--- src/rtl/cu_pkg.sv ---
// rtl/cu_pkg.sv - shared types and encodings for the RV32I multicycle control unit
// Purpose: FSM state type, RV32I opcode classes, decoded-field encodings and the
//          decoded-field bundle passed from cu_decode to the FSM.
// Ports:   none (package).
// Config:  CU_MULDIV_EN is consumed by multicycle_controlunit, not by this package.
package cu_pkg;

   typedef enum logic [2:0] {
      FETCH  = 3'd0,
      DECODE = 3'd1,
      EXEC   = 3'd2,
      MEM    = 3'd3,
      WB     = 3'd4,
      MULDIV = 3'd5,
      TRAP   = 3'd6
   } state_e;

   localparam logic [6:0] OP_R     = 7'b0110011;
   localparam logic [6:0] OP_I     = 7'b0010011;
   localparam logic [6:0] OP_LOAD  = 7'b0000011;
   localparam logic [6:0] OP_STORE = 7'b0100011;
   localparam logic [6:0] OP_BR    = 7'b1100011;
   localparam logic [6:0] OP_JAL   = 7'b1101111;
   localparam logic [6:0] OP_JALR  = 7'b1100111;
   localparam logic [6:0] OP_LUI   = 7'b0110111;
   localparam logic [6:0] OP_AUIPC = 7'b0010111;

   localparam logic [6:0] F7_MULDIV = 7'b0000001;

   localparam logic [3:0] ALUOP_ZERO = 4'b0000;
   localparam logic [3:0] ALUOP_U    = 4'b0111;

   localparam logic [1:0] RU_ALU = 2'b00;
   localparam logic [1:0] RU_MEM = 2'b01;
   localparam logic [1:0] RU_PC4 = 2'b10;

   localparam logic [2:0] IMM_I = 3'd0;
   localparam logic [2:0] IMM_S = 3'd1;
   localparam logic [2:0] IMM_B = 3'd2;
   localparam logic [2:0] IMM_U = 3'd3;
   localparam logic [2:0] IMM_J = 3'd4;

   // BrOp: 00000 no branch, 01000 unconditional jump, 10fff conditional on Funct3.
   localparam logic [4:0] BR_NONE = 5'b00000;
   localparam logic [4:0] BR_JUMP = 5'b01000;
   localparam logic [1:0] BR_COND = 2'b10;

   typedef struct packed {
      logic [3:0] alu_op;
      logic [2:0] imm_src;
      logic       alu_a_src;
      logic       alu_b_src;
      logic [4:0] br_op;
      logic [2:0] dm_ctrl;
      logic [1:0] ru_src;
      logic       is_branch;
      logic       is_jump;
      logic       is_load;
      logic       is_store;
      logic       is_muldiv;
   } dec_t;

   function automatic logic is_legal_op(input logic [6:0] op);
      case (op)
         OP_R, OP_I, OP_LOAD, OP_STORE, OP_BR,
         OP_JAL, OP_JALR, OP_LUI, OP_AUIPC: return 1'b1;
         default:                           return 1'b0;
      endcase
   endfunction

endpackage

--- src/rtl/cu_decode.sv ---
// rtl/cu_decode.sv - combinational RV32I field decoder fed by the decode register
// Purpose: turns the latched OpCode/Funct3/Funct7 into ALU, immediate, branch,
//          data-memory and write-back selects plus instruction-class flags.
// Ports:   op     in  7  latched opcode
//          funct3 in  3  latched Funct3
//          funct7 in  7  latched Funct7
//          dec    out    decoded field bundle (cu_pkg::dec_t); all zero for unknown opcodes
module cu_decode
   import cu_pkg::*;
(
   input  logic [6:0] op,
   input  logic [2:0] funct3,
   input  logic [6:0] funct7,
   output dec_t       dec
);

   always_comb begin
      dec = '0;
      case (op)
         OP_R: begin
            dec.alu_op    = {funct7[5], funct3};
            dec.ru_src    = RU_ALU;
            dec.is_muldiv = (funct7 == F7_MULDIV);
         end
         OP_I: begin
            dec.imm_src   = IMM_I;
            dec.alu_b_src = 1'b1;
            // Only the shifts use instr[30] as an opcode bit; elsewhere it is immediate data.
            dec.alu_op    = (funct3 == 3'b001 || funct3 == 3'b101) ?
                            {funct7[5], funct3} : {1'b0, funct3};
         end
         OP_LOAD: begin
            dec.imm_src   = IMM_I;
            dec.alu_b_src = 1'b1;
            dec.dm_ctrl   = funct3;
            dec.ru_src    = RU_MEM;
            dec.is_load   = 1'b1;
         end
         OP_STORE: begin
            dec.imm_src   = IMM_S;
            dec.alu_b_src = 1'b1;
            dec.dm_ctrl   = funct3;
            dec.is_store  = 1'b1;
         end
         OP_BR: begin
            dec.imm_src   = IMM_B;
            dec.alu_a_src = 1'b1;
            dec.alu_b_src = 1'b1;
            dec.br_op     = {BR_COND, funct3};
            dec.is_branch = 1'b1;
         end
         OP_JAL: begin
            dec.imm_src   = IMM_J;
            dec.alu_a_src = 1'b1;
            dec.alu_b_src = 1'b1;
            dec.br_op     = BR_JUMP;
            dec.ru_src    = RU_PC4;
            dec.is_jump   = 1'b1;
         end
         OP_JALR: begin
            dec.imm_src   = IMM_I;
            dec.alu_b_src = 1'b1;
            dec.br_op     = BR_JUMP;
            dec.ru_src    = RU_PC4;
            dec.is_jump   = 1'b1;
         end
         OP_LUI: begin
            dec.imm_src   = IMM_U;
            dec.alu_b_src = 1'b1;
            dec.alu_op    = ALUOP_U;
         end
         OP_AUIPC: begin
            dec.imm_src   = IMM_U;
            dec.alu_a_src = 1'b1;
            dec.alu_b_src = 1'b1;
            dec.alu_op    = ALUOP_U;
         end
         default: ;
      endcase
   end

endmodule

--- src/rtl/multicycle_controlunit.sv ---
// rtl/multicycle_controlunit.sv - RV32I multicycle control unit (FETCH/DECODE/EXEC/MEM/WB)
// Purpose: sequences one shared datapath through FETCH, DECODE, EXEC, MEM and WB with
//          req/ack memories, a per-request wait counter, a sticky trap state and a
//          retired-instruction counter.
// Config:  CU_MULDIV_EN adds the MULDIV state and the mdu_start/mdu_done ports; without
//          it an R-type with Funct7=0000001 traps.
// Params:  RET_W        width of the retired counter
//          MEM_TIMEOUT  consecutive unacked req cycles before trapping; 0 = never
// Ports:   clk, rst_n (async active-low)
//          OpCode/Funct3/Funct7 in   instruction register fields
//          imem_req/imem_ack, dmem_req/dmem_ack   memory handshakes
//          br_taken in   branch unit verdict for the instruction in EXEC
//          IRWr, PCWr, RUWr out   single-cycle write strobes
//          ALUOp, ImmSrc, ALUASrc, ALUBSrc, BrOp, DMWr, DMCtrl, RUDataWrSrc out   datapath controls
//          trap, retired out   status
//          mdu_start out / mdu_done in   multiply/divide handshake (CU_MULDIV_EN only)
module multicycle_controlunit
   import cu_pkg::*;
#(
   parameter int RET_W       = 32,
   parameter int MEM_TIMEOUT = 0
) (
   input  logic             clk,
   input  logic             rst_n,
   input  logic [6:0]       OpCode,
   input  logic [2:0]       Funct3,
   input  logic [6:0]       Funct7,
   output logic             imem_req,
   input  logic             imem_ack,
   output logic             dmem_req,
   input  logic             dmem_ack,
   input  logic             br_taken,
   output logic             IRWr,
   output logic             PCWr,
   output logic             RUWr,
   output logic [3:0]       ALUOp,
   output logic [2:0]       ImmSrc,
   output logic             ALUASrc,
   output logic             ALUBSrc,
   output logic             DMWr,
   output logic [2:0]       DMCtrl,
   output logic [4:0]       BrOp,
   output logic [1:0]       RUDataWrSrc,
   output logic             trap,
   output logic [RET_W-1:0] retired
`ifdef CU_MULDIV_EN
   ,
   output logic             mdu_start,
   input  logic             mdu_done
`endif
);

   localparam int WC_W = (MEM_TIMEOUT > 1) ? $clog2(MEM_TIMEOUT) : 1;
   localparam logic [WC_W-1:0] WC_LAST = WC_W'((MEM_TIMEOUT > 0) ? MEM_TIMEOUT - 1 : 0);

   state_e           state_q, state_d;
   logic [6:0]       op_q, f7_q;
   logic [2:0]       f3_q;
   logic [WC_W-1:0]  wcnt_q, wcnt_d;
   logic [RET_W-1:0] ret_q;
   logic             dec_ld, retire, tmo_hit;
   dec_t             dec;

   cu_decode u_decode (
      .op     (op_q),
      .funct3 (f3_q),
      .funct7 (f7_q),
      .dec    (dec)
   );

`ifdef CU_MULDIV_EN
`else
   logic unused_muldiv;
   assign unused_muldiv = dec.is_muldiv;
`endif

   // Fires on the last allowed unacked cycle; an ack in that same cycle still wins.
   assign tmo_hit = (MEM_TIMEOUT > 0) && (wcnt_q == WC_LAST);

   always_ff @(posedge clk or negedge rst_n) begin
      if (!rst_n) begin
         state_q <= FETCH;
         op_q    <= '0;
         f3_q    <= '0;
         f7_q    <= '0;
         wcnt_q  <= '0;
         ret_q   <= '0;
      end else begin
         state_q <= state_d;
         wcnt_q  <= wcnt_d;
         if (dec_ld) begin
            op_q <= OpCode;
            f3_q <= Funct3;
            f7_q <= Funct7;
         end
         if (retire) ret_q <= ret_q + RET_W'(1);
      end
   end

   always_comb begin
      state_d  = state_q;
      wcnt_d   = '0;
      dec_ld   = 1'b0;
      retire   = 1'b0;
      imem_req = 1'b0;
      dmem_req = 1'b0;
      IRWr     = 1'b0;
      PCWr     = 1'b0;
      RUWr     = 1'b0;
      DMWr     = 1'b0;
      ALUASrc  = 1'b0;
      ALUBSrc  = 1'b0;
      BrOp     = BR_NONE;
`ifdef CU_MULDIV_EN
      mdu_start = 1'b0;
`endif
      case (state_q)
         FETCH: begin
            imem_req = 1'b1;
            if (imem_ack) begin
               IRWr    = 1'b1;
               state_d = DECODE;
            end else if (tmo_hit) begin
               state_d = TRAP;
            end else begin
               wcnt_d = wcnt_q + WC_W'(1);
            end
         end
         DECODE: begin
            // Legality is judged on the live IR; the fields are latched on this edge.
            dec_ld = 1'b1;
            if (!is_legal_op(OpCode)) state_d = TRAP;
`ifdef CU_MULDIV_EN
            else state_d = EXEC;
`else
            else if (OpCode == OP_R && Funct7 == F7_MULDIV) state_d = TRAP;
            else state_d = EXEC;
`endif
         end
         EXEC: begin
            ALUASrc = dec.alu_a_src;
            ALUBSrc = dec.alu_b_src;
            BrOp    = dec.br_op;
            if (dec.is_branch) begin
               PCWr    = br_taken;
               retire  = 1'b1;
               state_d = FETCH;
            end else if (dec.is_jump) begin
               PCWr    = 1'b1;
               state_d = WB;
            end else if (dec.is_load || dec.is_store) begin
               state_d = MEM;
`ifdef CU_MULDIV_EN
            end else if (dec.is_muldiv) begin
               // Issued on the EXEC->MULDIV edge so the MDU starts as the FSM arrives.
               mdu_start = 1'b1;
               state_d   = MULDIV;
`endif
            end else begin
               state_d = WB;
            end
         end
         MEM: begin
            dmem_req = 1'b1;
            DMWr     = dec.is_store;
            if (dmem_ack) begin
               if (dec.is_store) begin
                  PCWr    = 1'b1;
                  retire  = 1'b1;
                  state_d = FETCH;
               end else begin
                  state_d = WB;
               end
            end else if (tmo_hit) begin
               state_d = TRAP;
            end else begin
               wcnt_d = wcnt_q + WC_W'(1);
            end
         end
         WB: begin
            RUWr    = 1'b1;
            PCWr    = !dec.is_jump;
            retire  = 1'b1;
            state_d = FETCH;
         end
         MULDIV: begin
`ifdef CU_MULDIV_EN
            if (mdu_done) state_d = WB;
`else
            state_d = TRAP;
`endif
         end
         TRAP:    state_d = TRAP;
         default: state_d = TRAP;
      endcase
   end

   assign ALUOp       = dec.alu_op;
   assign ImmSrc      = dec.imm_src;
   assign DMCtrl      = dec.dm_ctrl;
   assign RUDataWrSrc = dec.ru_src;
   assign trap        = (state_q == TRAP);
   assign retired     = ret_q;

endmodule

--- config.mk ---
export PLATFORM = sky130hd
export DESIGN_NAME = multicycle_controlunit
export DESIGN_NICKNAME = d
export VERILOG_FILES = /design/src/rtl/cu_pkg.sv /design/src/rtl/cu_decode.sv /design/src/rtl/multicycle_controlunit.sv
export SDC_FILE = /design/constraint.sdc
export NUM_CORES = 1
export LEC_CHECK = 0
export CORE_MARGIN = 1.5
export CORE_UTILIZATION = 28
export DETAILED_ROUTE_END_ITERATION = 7
export SKIP_LAST_GASP = 1
export SYNTH_ARGS = -nofsm -noshare
export SYNTH_HDL_FRONTEND = slang
export SYNTH_SLANG_ARGS = --single-unit
--- constraint.sdc ---
create_clock -name clk -period 1.92 [get_ports clk]
set_input_delay 0.384 -clock clk [delete_from_list [all_inputs] [get_ports clk]]
set_output_delay 0.384 -clock clk [all_outputs]
set_load 0.05 [all_outputs]
==> impl_metrics.env, run 1 <==
export IMPL_cts_hold_buffers=0
export IMPL_status="finished with violations"
export IMPL_fin_crit_ps=2260
export IMPL_p_leak_uw=0.00241
export IMPL_start_util=0.294
export IMPL_drc=0
export IMPL_hold_viol=0
export IMPL_synthCells=256
export IMPL_async_reset_ff_frac=1.00
export IMPL_numCtsBuffers=5
export IMPL_critical_path_class="reg -> out"
export IMPL_core_area_um2=8850
export IMPL_start_kind="flop"
export IMPL_drt_iter0_drc=81
export IMPL_dp_cells=480
export IMPL_crit_path_max_fanout=5
export IMPL_synth_yosys_seq_area_share=0.443
export IMPL_num_io_pins=80
export IMPL_synth_top_area_cell="dfrtp_1"
export IMPL_fin_skew_ps=11.6
export IMPL_diodes=0
export IMPL_yosysMostFrequentCell="dfrtp_1"
export IMPL_hp_class="in -> async"
export IMPL_r2r_end="retired[18]$_DFFE_PN0P_"
export IMPL_setup_viol=51
export IMPL_via_count=2596
export IMPL_slew_headroom=0.663
export IMPL_fillerInstances=735
export IMPL_dr_pass1_iters=5
export IMPL_yosysTopAreaCellShare=0.443
export IMPL_drtAntennaViolNets=0
export IMPL_io_buffers=79
export IMPL_critPathRequiredTime_ps=1540
export IMPL_grt_overflow_total=0
export IMPL_insertion_delay_ps=310
export IMPL_r2r_start="op_q[4]$_DFFE_PN0P_"
export IMPL_peakVddDrop_uv=618
export IMPL_ys_types=49
export IMPL_syn_num_nets=279
export IMPL_routedWlPerCell_um=16.2
export IMPL_violations="setup timing"
export IMPL_rsz0062_at_grt="yes"
export IMPL_die_y_um=99.4
export IMPL_worst_slack_ps=-342
export IMPL_rr_worst_depth=9
export IMPL_crit_path_end_kind="output port"
export IMPL_antenna_found_initial=0
export IMPL_p_per_area_nw_per_um2=1140
export IMPL_root_buffer="clkbuf_8"
export IMPL_die_area_um2=9870
export IMPL_cts_sinks=46
export IMPL_vias_per_cell=5.03
export IMPL_tightest_slew_ps=504
export IMPL_totalPowerFinal_uw=5660
export IMPL_maxCapViolations=0
export IMPL_synth_seq_cells=46
export IMPL_grt_pass1_vias=2730
export IMPL_crit_arrival_ps=1880
export IMPL_synth_common_cells="46 x dfrtp_1, 24 x xor2_1, 21 x nor2_1, 14 x nand2_1, 13 x nand3_1"
export IMPL_grt_use_total=0.168
export IMPL_synth_top_flop_cell="dfrtp_1"
export IMPL_grt_pass1_wl_mm=13.4
export IMPL_hpwlAfterDp_mm=5.78
export IMPL_ys_warn_count=0
export IMPL_clkTransAtPathRegs_ps=100
export IMPL_place_congestion=0.785
export IMPL_synth_enable_flop_cells=0
export IMPL_fin_area_um2=4980
export IMPL_nNetsFinal=430
export IMPL_drv_slew=0
export IMPL_num_rows=34
export IMPL_fmax_mhz=442
export IMPL_synth_avg_cell_area_um2=10.2
export IMPL_drive_above_1_share=0.544
export IMPL_placed_area_um2=4190
export IMPL_cts_tree="done"
export IMPL_fin_cells=516
export IMPL_netlist_area_um2=2600
export IMPL_pre_cts_ws_ps=-391
export IMPL_htree_levels=2
export IMPL_regToRegSetupSlack_ps=-150
export IMPL_routed_wl_mm=8.36
export IMPL_area_growth_pct=91.7
export IMPL_clockBufferDepth=2
export IMPL_grt_max_degree=22
export IMPL_fin_crit_sh=1.18
export IMPL_synth_area_top_cells="dfrtp_1 44%, xor2_1 8.1%, nor4_2 3.4%"
export IMPL_die_x_um=99.4
==> where the power goes <==
part           total, uW  switching [uW]  internal [uW]
logic               3490            1800           1690
clock network        768             377            391
registers           1400             220           1180
==> registers in the layout, indices dropped and copies added, names as in the netlist <==
name,count
retired,32
op_q,7
f3_q,3
state_q,3
f7_q,1
==> layout make-up <==
type	instances	area [um^2]	area share
timing repair buffer	154	1680	0.338
clock inverter	3	43.8	0.00879
clock buffer	5	68.8	0.0138
sequential	46	1150	0.231
multi-input combinational	188	1840	0.370
tap	108	135	0.0271
inverter	12	55.1	0.0110
==> worst max-delay path, cell delays in order, from the launching register on <==
cell and delay [ps]:
dfrtp_2 450, nand3b_1 230, buf_6 160, nor4_4 280, buf_4 180, and2_4 150
buf_12 130
==> worst max path at each step <==
| stage | endpoint | slack (ps) | from |
|---|---|---|---|
| 6_report | BrOp[1] | -340 | op_q[4]$_DFFE_PN0P_ |
| 5_1_grt | BrOp[1] | -450 | op_q[4]$_DFFE_PN0P_ |
| 4_1_cts | BrOp[1] | -360 | state_q[2]$_DFFE_PN0P_ |
| 3_5_place_dp | retired[3]$_DFFE_PN0P_ | -390 | dmem_ack |
| 3_3_place_gp | retired[9]$_DFFE_PN0P_ | -310 | dmem_ack |
| 2_1_floorplan | retired[9]$_DFFE_PN0P_ | -520 | state_q[2]$_DFFE_PN0P_ |
==> stage by stage <==
stage,utilization,hold WS [ps],TNS [ps]
2_1_floorplan,-,88.4,-16540
3_3_place_gp,0.474,381,-7900
3_5_place_dp,0.474,381,-9840
4_1_cts,0.526,40.4,-6540
5_1_grt,0.563,58.2,-12120
6_report,0.563,23.1,-6500
==> cells by family (layout without fill, tap and decap cells) <==
kind of cell	after synthesis	count (layout)	synth area share
AND/OR/NAND/NOR	117	117	0.289
AO/OA/AOI/OAI	28	28	0.0727
flip-flops	46	46	0.443
XOR/XNOR	31	31	0.104
adder cells (fa/ha/maj)	1	1	0.00481
buffers and inverters	22	174	0.0395
multiplexers	11	11	0.0472
==> timing repair <==
item	in CTS	in global routing
buffers inserted	12	17
endpoints found under the setup margin	40	60
resized for setup	49	58
pin swaps	26	31
gates cloned	1	0
==> routing by layer <==
layer / track usage / wire (um)
met5: 0 / 0
met3: 0.0562 / 627
met1: 0.196 / 3380
met2: 0.298 / 4290
met4: 0.0390 / 61
==> placed cells by master, fill, tap and decap left out, types with 3 or more instances in the layout <==
| cell type | synthesis | layout |
|---|---|---|
| and2_4 | 0 | 8 |
| o21ai_0 | 9 | 6 |
| dfrtp_1 | 46 | 44 |
| o21ai_2 | 0 | 3 |
| dlymetal6s2s_1 | 0 | 3 |
| nand3_1 | 13 | 11 |
| nor2_4 | 0 | 14 |
| nand4_1 | 7 | 7 |
| nand2_1 | 14 | 14 |
| buf_6 | 2 | 23 |
| clkbuf_8 | 0 | 5 |
| buf_12 | 0 | 28 |
| nor2_1 | 21 | 6 |
| nand2b_4 | 0 | 3 |
| nor3_4 | 0 | 12 |
| xor2_1 | 24 | 24 |
| buf_4 | 1 | 76 |
| nor4_4 | 1 | 9 |
| mux2_2 | 3 | 3 |
| clkdlybuf4s50_1 | 0 | 21 |
| inv_1 | 12 | 8 |
| o22a_1 | 3 | 3 |
| xnor2_1 | 7 | 6 |
| o21a_1 | 3 | 3 |
| mux2_1 | 7 | 6 |
(Power assumes the default switching activity.)
==> inputs of run 2 (changes only) <==
- PLACE_DENSITY: default -> 0.53
==> run 2 against run 1 <==
- the flow still finishes with violations (setup timing)
- worst setup slack better by 46 ps
- flip-flop and latch count is the same
- design area is 0.13% lower
- sequential share of layout area about the same
- die area did not move
==> impl_metrics.env, run 2 (same netlist as run 1, synthesis figures left out) <==
export IMPL_fin_skew_ps=11.6
export IMPL_die_y_um=99.4
export IMPL_hpwlAfterDp_mm=5.63
export IMPL_fin_crit_sh=1.15
export IMPL_drtAntennaViolNets=0
export IMPL_busiest_layer="met2"
export IMPL_cp_buffers_inverters=2
export IMPL_timing_setup_tns_ps=-4950
export IMPL_setup_viol=45
export IMPL_clkTransAtPathRegs_ps=90
export IMPL_path_cells="or3b_4, nor4_4, buf_4, and2_4, buf_12"
export IMPL_p_leak_uw=0.00239
export IMPL_grt_max_degree=30
export IMPL_hold_viol=0
export IMPL_dr_pass1_iters=5
export IMPL_cts_hold_buffers=0
export IMPL_insertion_delay_ps=300
export IMPL_clockBufferDepth=2
export IMPL_grt_use_met3=0.0520
export IMPL_slowest_stage="or3b_4"
export IMPL_critical_path_max_stage_delay_ps=420
export IMPL_vias_per_cell=4.88
export IMPL_drc=0
export IMPL_crit_arrival_ps=1830
export IMPL_worst_slack_ps=-296
export IMPL_p_per_area_nw_per_um2=1130
export IMPL_mostFrequentLayoutCells="78 x buf_4, 44 x dfrtp_1, 30 x buf_12"
export IMPL_holdWs_ps=20.9
export IMPL_grt_use_total=0.172
export IMPL_fmax_mhz=451
export IMPL_slew_headroom=0.672
export IMPL_grt_pass1_vias=2739
export IMPL_grtUsageMet1=0.207
export IMPL_start_util=0.294
export IMPL_maxCapViolations=0
export IMPL_drive_above_1_share=0.549
export IMPL_critPathTopFamily="simple AND/OR/NAND/NOR gates"
export IMPL_area_growth_pct=91.4
export IMPL_numCtsBuffers=5
export IMPL_largest_reg_flops=32
export IMPL_crit_path_end_kind="output port"
export IMPL_seq_area_um2=1150
export IMPL_drv_slew=0
export IMPL_num_io_pins=80
export IMPL_fillerInstances=778
export IMPL_via_count=2516
export IMPL_place_congestion=0.803
export IMPL_htree_levels=2
export IMPL_hp_class="in -> async"
export IMPL_peakVddDrop_uv=741
export IMPL_routedWlPerCell_um=15.7
export IMPL_critPathRequiredTime_ps=1540
export IMPL_grt_pass1_wl_mm=13.5
export IMPL_io_buffers=79
export IMPL_rsz0062_at_grt="yes"
export IMPL_num_rows=34
export IMPL_use_met2=0.296
export IMPL_critical_path_class="reg -> out"
export IMPL_core_area_um2=8850
export IMPL_die_area_um2=9870
export IMPL_grt_overflow_total=0
export IMPL_drt_iter0_drc=29
export IMPL_crit_path_max_fanout=4
export IMPL_fin_crit_ps=2220
export IMPL_start_kind="flop"
export IMPL_diodes=0
export IMPL_status="finished with violations"
export IMPL_root_buffer="clkbuf_8"
export IMPL_violations="setup timing"
export IMPL_nNetsFinal=430
export IMPL_final_common_cell="buf_4"
export IMPL_die_x_um=99.4
export IMPL_cts_tree="done"
export IMPL_multi_input_area_um2=1820
export IMPL_cts_sinks=46
export IMPL_regToRegSetupSlack_ps=-140
export IMPL_tightest_slew_ps=490
export IMPL_routed_wl_mm=8.13
export IMPL_antenna_found_initial=0
-- run 2: cell count changes in the layout (fill, tap and decap cells not counted), sizes merged --
cell	before	now
inv	11	10
dlygate4sd2	0	1
clkinv	1	0
clkbuf	6	7
buf	129	131
dlymetal6s2s	3	0
clkinvlp	2	4
clkdlybuf4s50	21	20
-- run 2: worst register-to-register path, cell delays in order, from the launching register on --
cell	delay, ps
dfrtp_1	380
or3b_4	420
nor4_4	280
buf_4	180
buf_6	90
nor3_4	60
clkbuf_16	170
buf_12	120
nor4_4	140
xor2_1	160
-- run 2: power by group --
| group | total, uW | switching (uW) | internal (uW) |
|---|---|---|---|
| Sequential | 1410 | 228 | 1180 |
| Combinational | 3480 | 1770 | 1710 |
| Clock | 727 | 340 | 387 |
| Total | 5610 | 2340 | 3270 |
-- run 2: path summary, 6_finish.rpt --
kind                                         startpoint                 endpoint  depth (start not counted)
worst min-delay path                              rst_n  retired[12]$_DFFE_PN0P_                          1
max in group asynchronous                         rst_n      op_q[6]$_DFFE_PN0P_                          2
min in group clk                retired[31]$_DFFE_PN0P_  retired[31]$_DFFE_PN0P_                          1
worst max register to register   state_q[2]$_DFFE_PN0P_  retired[25]$_DFFE_PN0P_                          9
worst max-delay path             state_q[2]$_DFFE_PN0P_                  BrOp[1]                          5
worst min register to register  retired[31]$_DFFE_PN0P_  retired[31]$_DFFE_PN0P_                          1
-- run 2: metal layers --
metal  part of all wire  wire, um
met3              0.067       544
met4              0.019       156
met5                  0         0
met2               0.51      4140
met1               0.40      3290
-- run 2: layout make-up --
class / instances / area share
Clock buffer: 5 / 0.0138
Inverter: 12 / 0.0106
Timing Repair Buffer: 154 / 0.341
Multi-Input combinational cell: 188 / 0.367
Clock inverter: 3 / 0.00905
Tap cell: 108 / 0.0271
Sequential cell: 46 / 0.232
-- run 2: metrics by stage --
step / util / power (uW) / cells / area [um^2] / worst slack (ps)
floorplan: - / 2810 / 256 / 2750 / -517
global placement: 0.474 / 3910 / 481 / 4190 / -238
detailed placement: 0.474 / 3920 / 481 / 4190 / -283
CTS: 0.545 / 5410 / 513 / 4820 / -394
global route: 0.563 / 5900 / 516 / 4980 / -377
finish: 0.563 / 5610 / 516 / 4980 / -296
-- run 2: what timing repair did --
action | CTS | global route
gates cloned | 3 | 0
pin swaps | 39 | 27
gates resized for setup | 58 | 41
setup buffers | 22 | 5
setup endpoints to repair | 47 | 68
==> inputs of run 3 (changes only) <==
- CELL_PAD_IN_SITES_DETAIL_PLACEMENT: default -> 0
- CELL_PAD_IN_SITES_GLOBAL_PLACEMENT: default -> 1
- PLACE_DENSITY: 0.53 -> 0.67
==> run 3 against run 2 <==
- clock skew shrank 3.4 ps
- first-iteration DRC count grew 52%
- total power shrank 7.3%
- worst setup slack lost 14 ps
- the run still ends with setup timing left
- critical endpoint is now PCWr
==> impl_metrics.env, run 3 (same netlist as run 1, synthesis figures left out) <==
export IMPL_numCtsBuffers=5
export IMPL_antenna_found_initial=0
export IMPL_grt_overflow_total=0
export IMPL_fmax_mhz=448
export IMPL_hp_class="in -> async"
export IMPL_nNetsFinal=422
export IMPL_cp_buffers_inverters=3
export IMPL_dr_pass1_iters=6
export IMPL_hold_viol=0
export IMPL_hpwlAfterDp_mm=5.77
export IMPL_grt_max_degree=31
export IMPL_start_kind="flop"
export IMPL_vias_per_cell=4.91
export IMPL_drc=0
export IMPL_diodes=0
export IMPL_utilization=0.537
export IMPL_num_io_pins=80
export IMPL_pre_cts_ws_ps=-320
export IMPL_cts_tree="done"
export IMPL_fin_area_um2=4750
export IMPL_num_rows=34
export IMPL_fin_crit_ps=2230
export IMPL_rsz0062_at_grt="yes"
export IMPL_grt_pass1_vias=2659
export IMPL_final_common_cell="buf_4"
export IMPL_drive_above_1_share=0.525
export IMPL_slowest_stage="dfrtp_2"
export IMPL_grt_pass1_wl_mm=13.2
export IMPL_path_cells="nand3b_1, buf_4, or2_4, clkinvlp_4, a31oi_1, o21ai_2, buf_12"
export IMPL_critical_path_class="reg -> out"
export IMPL_status="finished with violations"
export IMPL_largest_reg_flops=32
export IMPL_worst_slack_ps=-310
export IMPL_critPathTopFamily="simple AND/OR/NAND/NOR gates"
export IMPL_die_x_um=99.4
export IMPL_worstSetupPathDepth=7
export IMPL_die_area_um2=9870
export IMPL_r2r_start="op_q[4]$_DFFE_PN0P_"
export IMPL_setup_viol=40
export IMPL_core_area_um2=8850
export IMPL_grt_use_total=0.167
export IMPL_clkTransAtPathRegs_ps=90
export IMPL_crit_path_end_kind="output port"
export IMPL_rr_worst_depth=8
export IMPL_maxCapViolations=0
export IMPL_die_y_um=99.4
export IMPL_cts_hold_buffers=0
export IMPL_clockBufferDepth=2
export IMPL_tightest_slew_ps=762
export IMPL_peakVddDrop_uv=738
export IMPL_area_growth_pct=82.8
export IMPL_timing_setup_tns_ps=-4930
export IMPL_insertion_delay_ps=290
export IMPL_io_buffers=79
export IMPL_cts_sinks=46
export IMPL_slew_headroom=0.492
export IMPL_drtAntennaViolNets=0
export IMPL_start_util=0.294
export IMPL_placed_area_um2=4200
export IMPL_p_per_area_nw_per_um2=1090
export IMPL_routed_wl_mm=7.98
export IMPL_timing_critical_path_to="PCWr"
export IMPL_fin_crit_sh=1.16
export IMPL_drv_slew=0
export IMPL_crit_arrival_ps=1850
export IMPL_htree_levels=2
export IMPL_fin_skew_ps=8.20
export IMPL_crit_path_max_fanout=5
export IMPL_violations="setup timing"
export IMPL_root_buffer="clkbuf_8"
export IMPL_via_count=2495
export IMPL_r2r_end="retired[28]$_DFFE_PN0P_"
export IMPL_regToRegSetupSlack_ps=-120
export IMPL_critical_path_max_stage_delay_ps=450
export IMPL_critPathRequiredTime_ps=1540
export IMPL_mostFrequentLayoutCells="81 x buf_4, 42 x dfrtp_1, 28 x buf_12"
export IMPL_place_congestion=0.793
export IMPL_routedWlPerCell_um=15.7
export IMPL_drt_iter0_drc=44
export IMPL_p_leak_uw=0.00229
export IMPL_startpoint="op_q[4]$_DFFE_PN0P_"
==> run 3: final cells by class <==
class / instances / area [um^2]
fillers: 790 / 4100
multi-input cells: 188 / 1750
repair buffers: 146 / 1570
flip-flops and latches: 46 / 1160
well taps: 108 / 135
clock buffers: 7 / 86.3
inverters: 12 / 55.1
clock inverters: 1 / 5.00
==> run 3: through the flow <==
step / power, uW / cells / hold slack (ps)
after floorplan: 2810 / 256 / 88.4
after global placement: 3880 / 481 / 459
after detailed placement: 3910 / 481 / 470
after CTS: 4940 / 499 / 176
after global routing: 5500 / 508 / 211
final: 5200 / 508 / 150
==> run 3: power breakdown <==
group	switching [uW]	internal, uW
Clock	336	292
Combinational	1680	1470
Sequential	248	1180
==> run 3: how the worst min path moves through the flow <==
stage                                  startpoint                       to  slack (ps)  cells past startpoint
after floorplan                             rst_n      f3_q[0]$_DFFE_PN0P_          90                      0
after global placement    retired[31]$_DFFE_PN0P_  retired[31]$_DFFE_PN0P_         460                      1
after detailed placement  retired[31]$_DFFE_PN0P_  retired[31]$_DFFE_PN0P_         470                      1
after CTS                                   rst_n  retired[28]$_DFFE_PN0P_         180                      1
after global routing                        rst_n  retired[28]$_DFFE_PN0P_         210                      1
final                                       rst_n  retired[28]$_DFFE_PN0P_         150                      1
==> run 3: timing repair <==
action / in CTS / in global routing
endpoints found under the hold margin: 0 / 0
cloned: 1 / 0
pin swaps: 22 / 22
gates resized for setup: 39 / 36
setup endpoints to repair: 33 / 59
setup buffers: 10 / 11
==> run 3: per-layer routing <==
layer  vias to the layer above  GRT usage  share of wire
met5                         -          0              0
met4                         0     0.0325         0.0045
met3                         4     0.0534          0.067
met2                        68      0.290           0.50
met1                      1233      0.204           0.42
li1                       1190          -              -
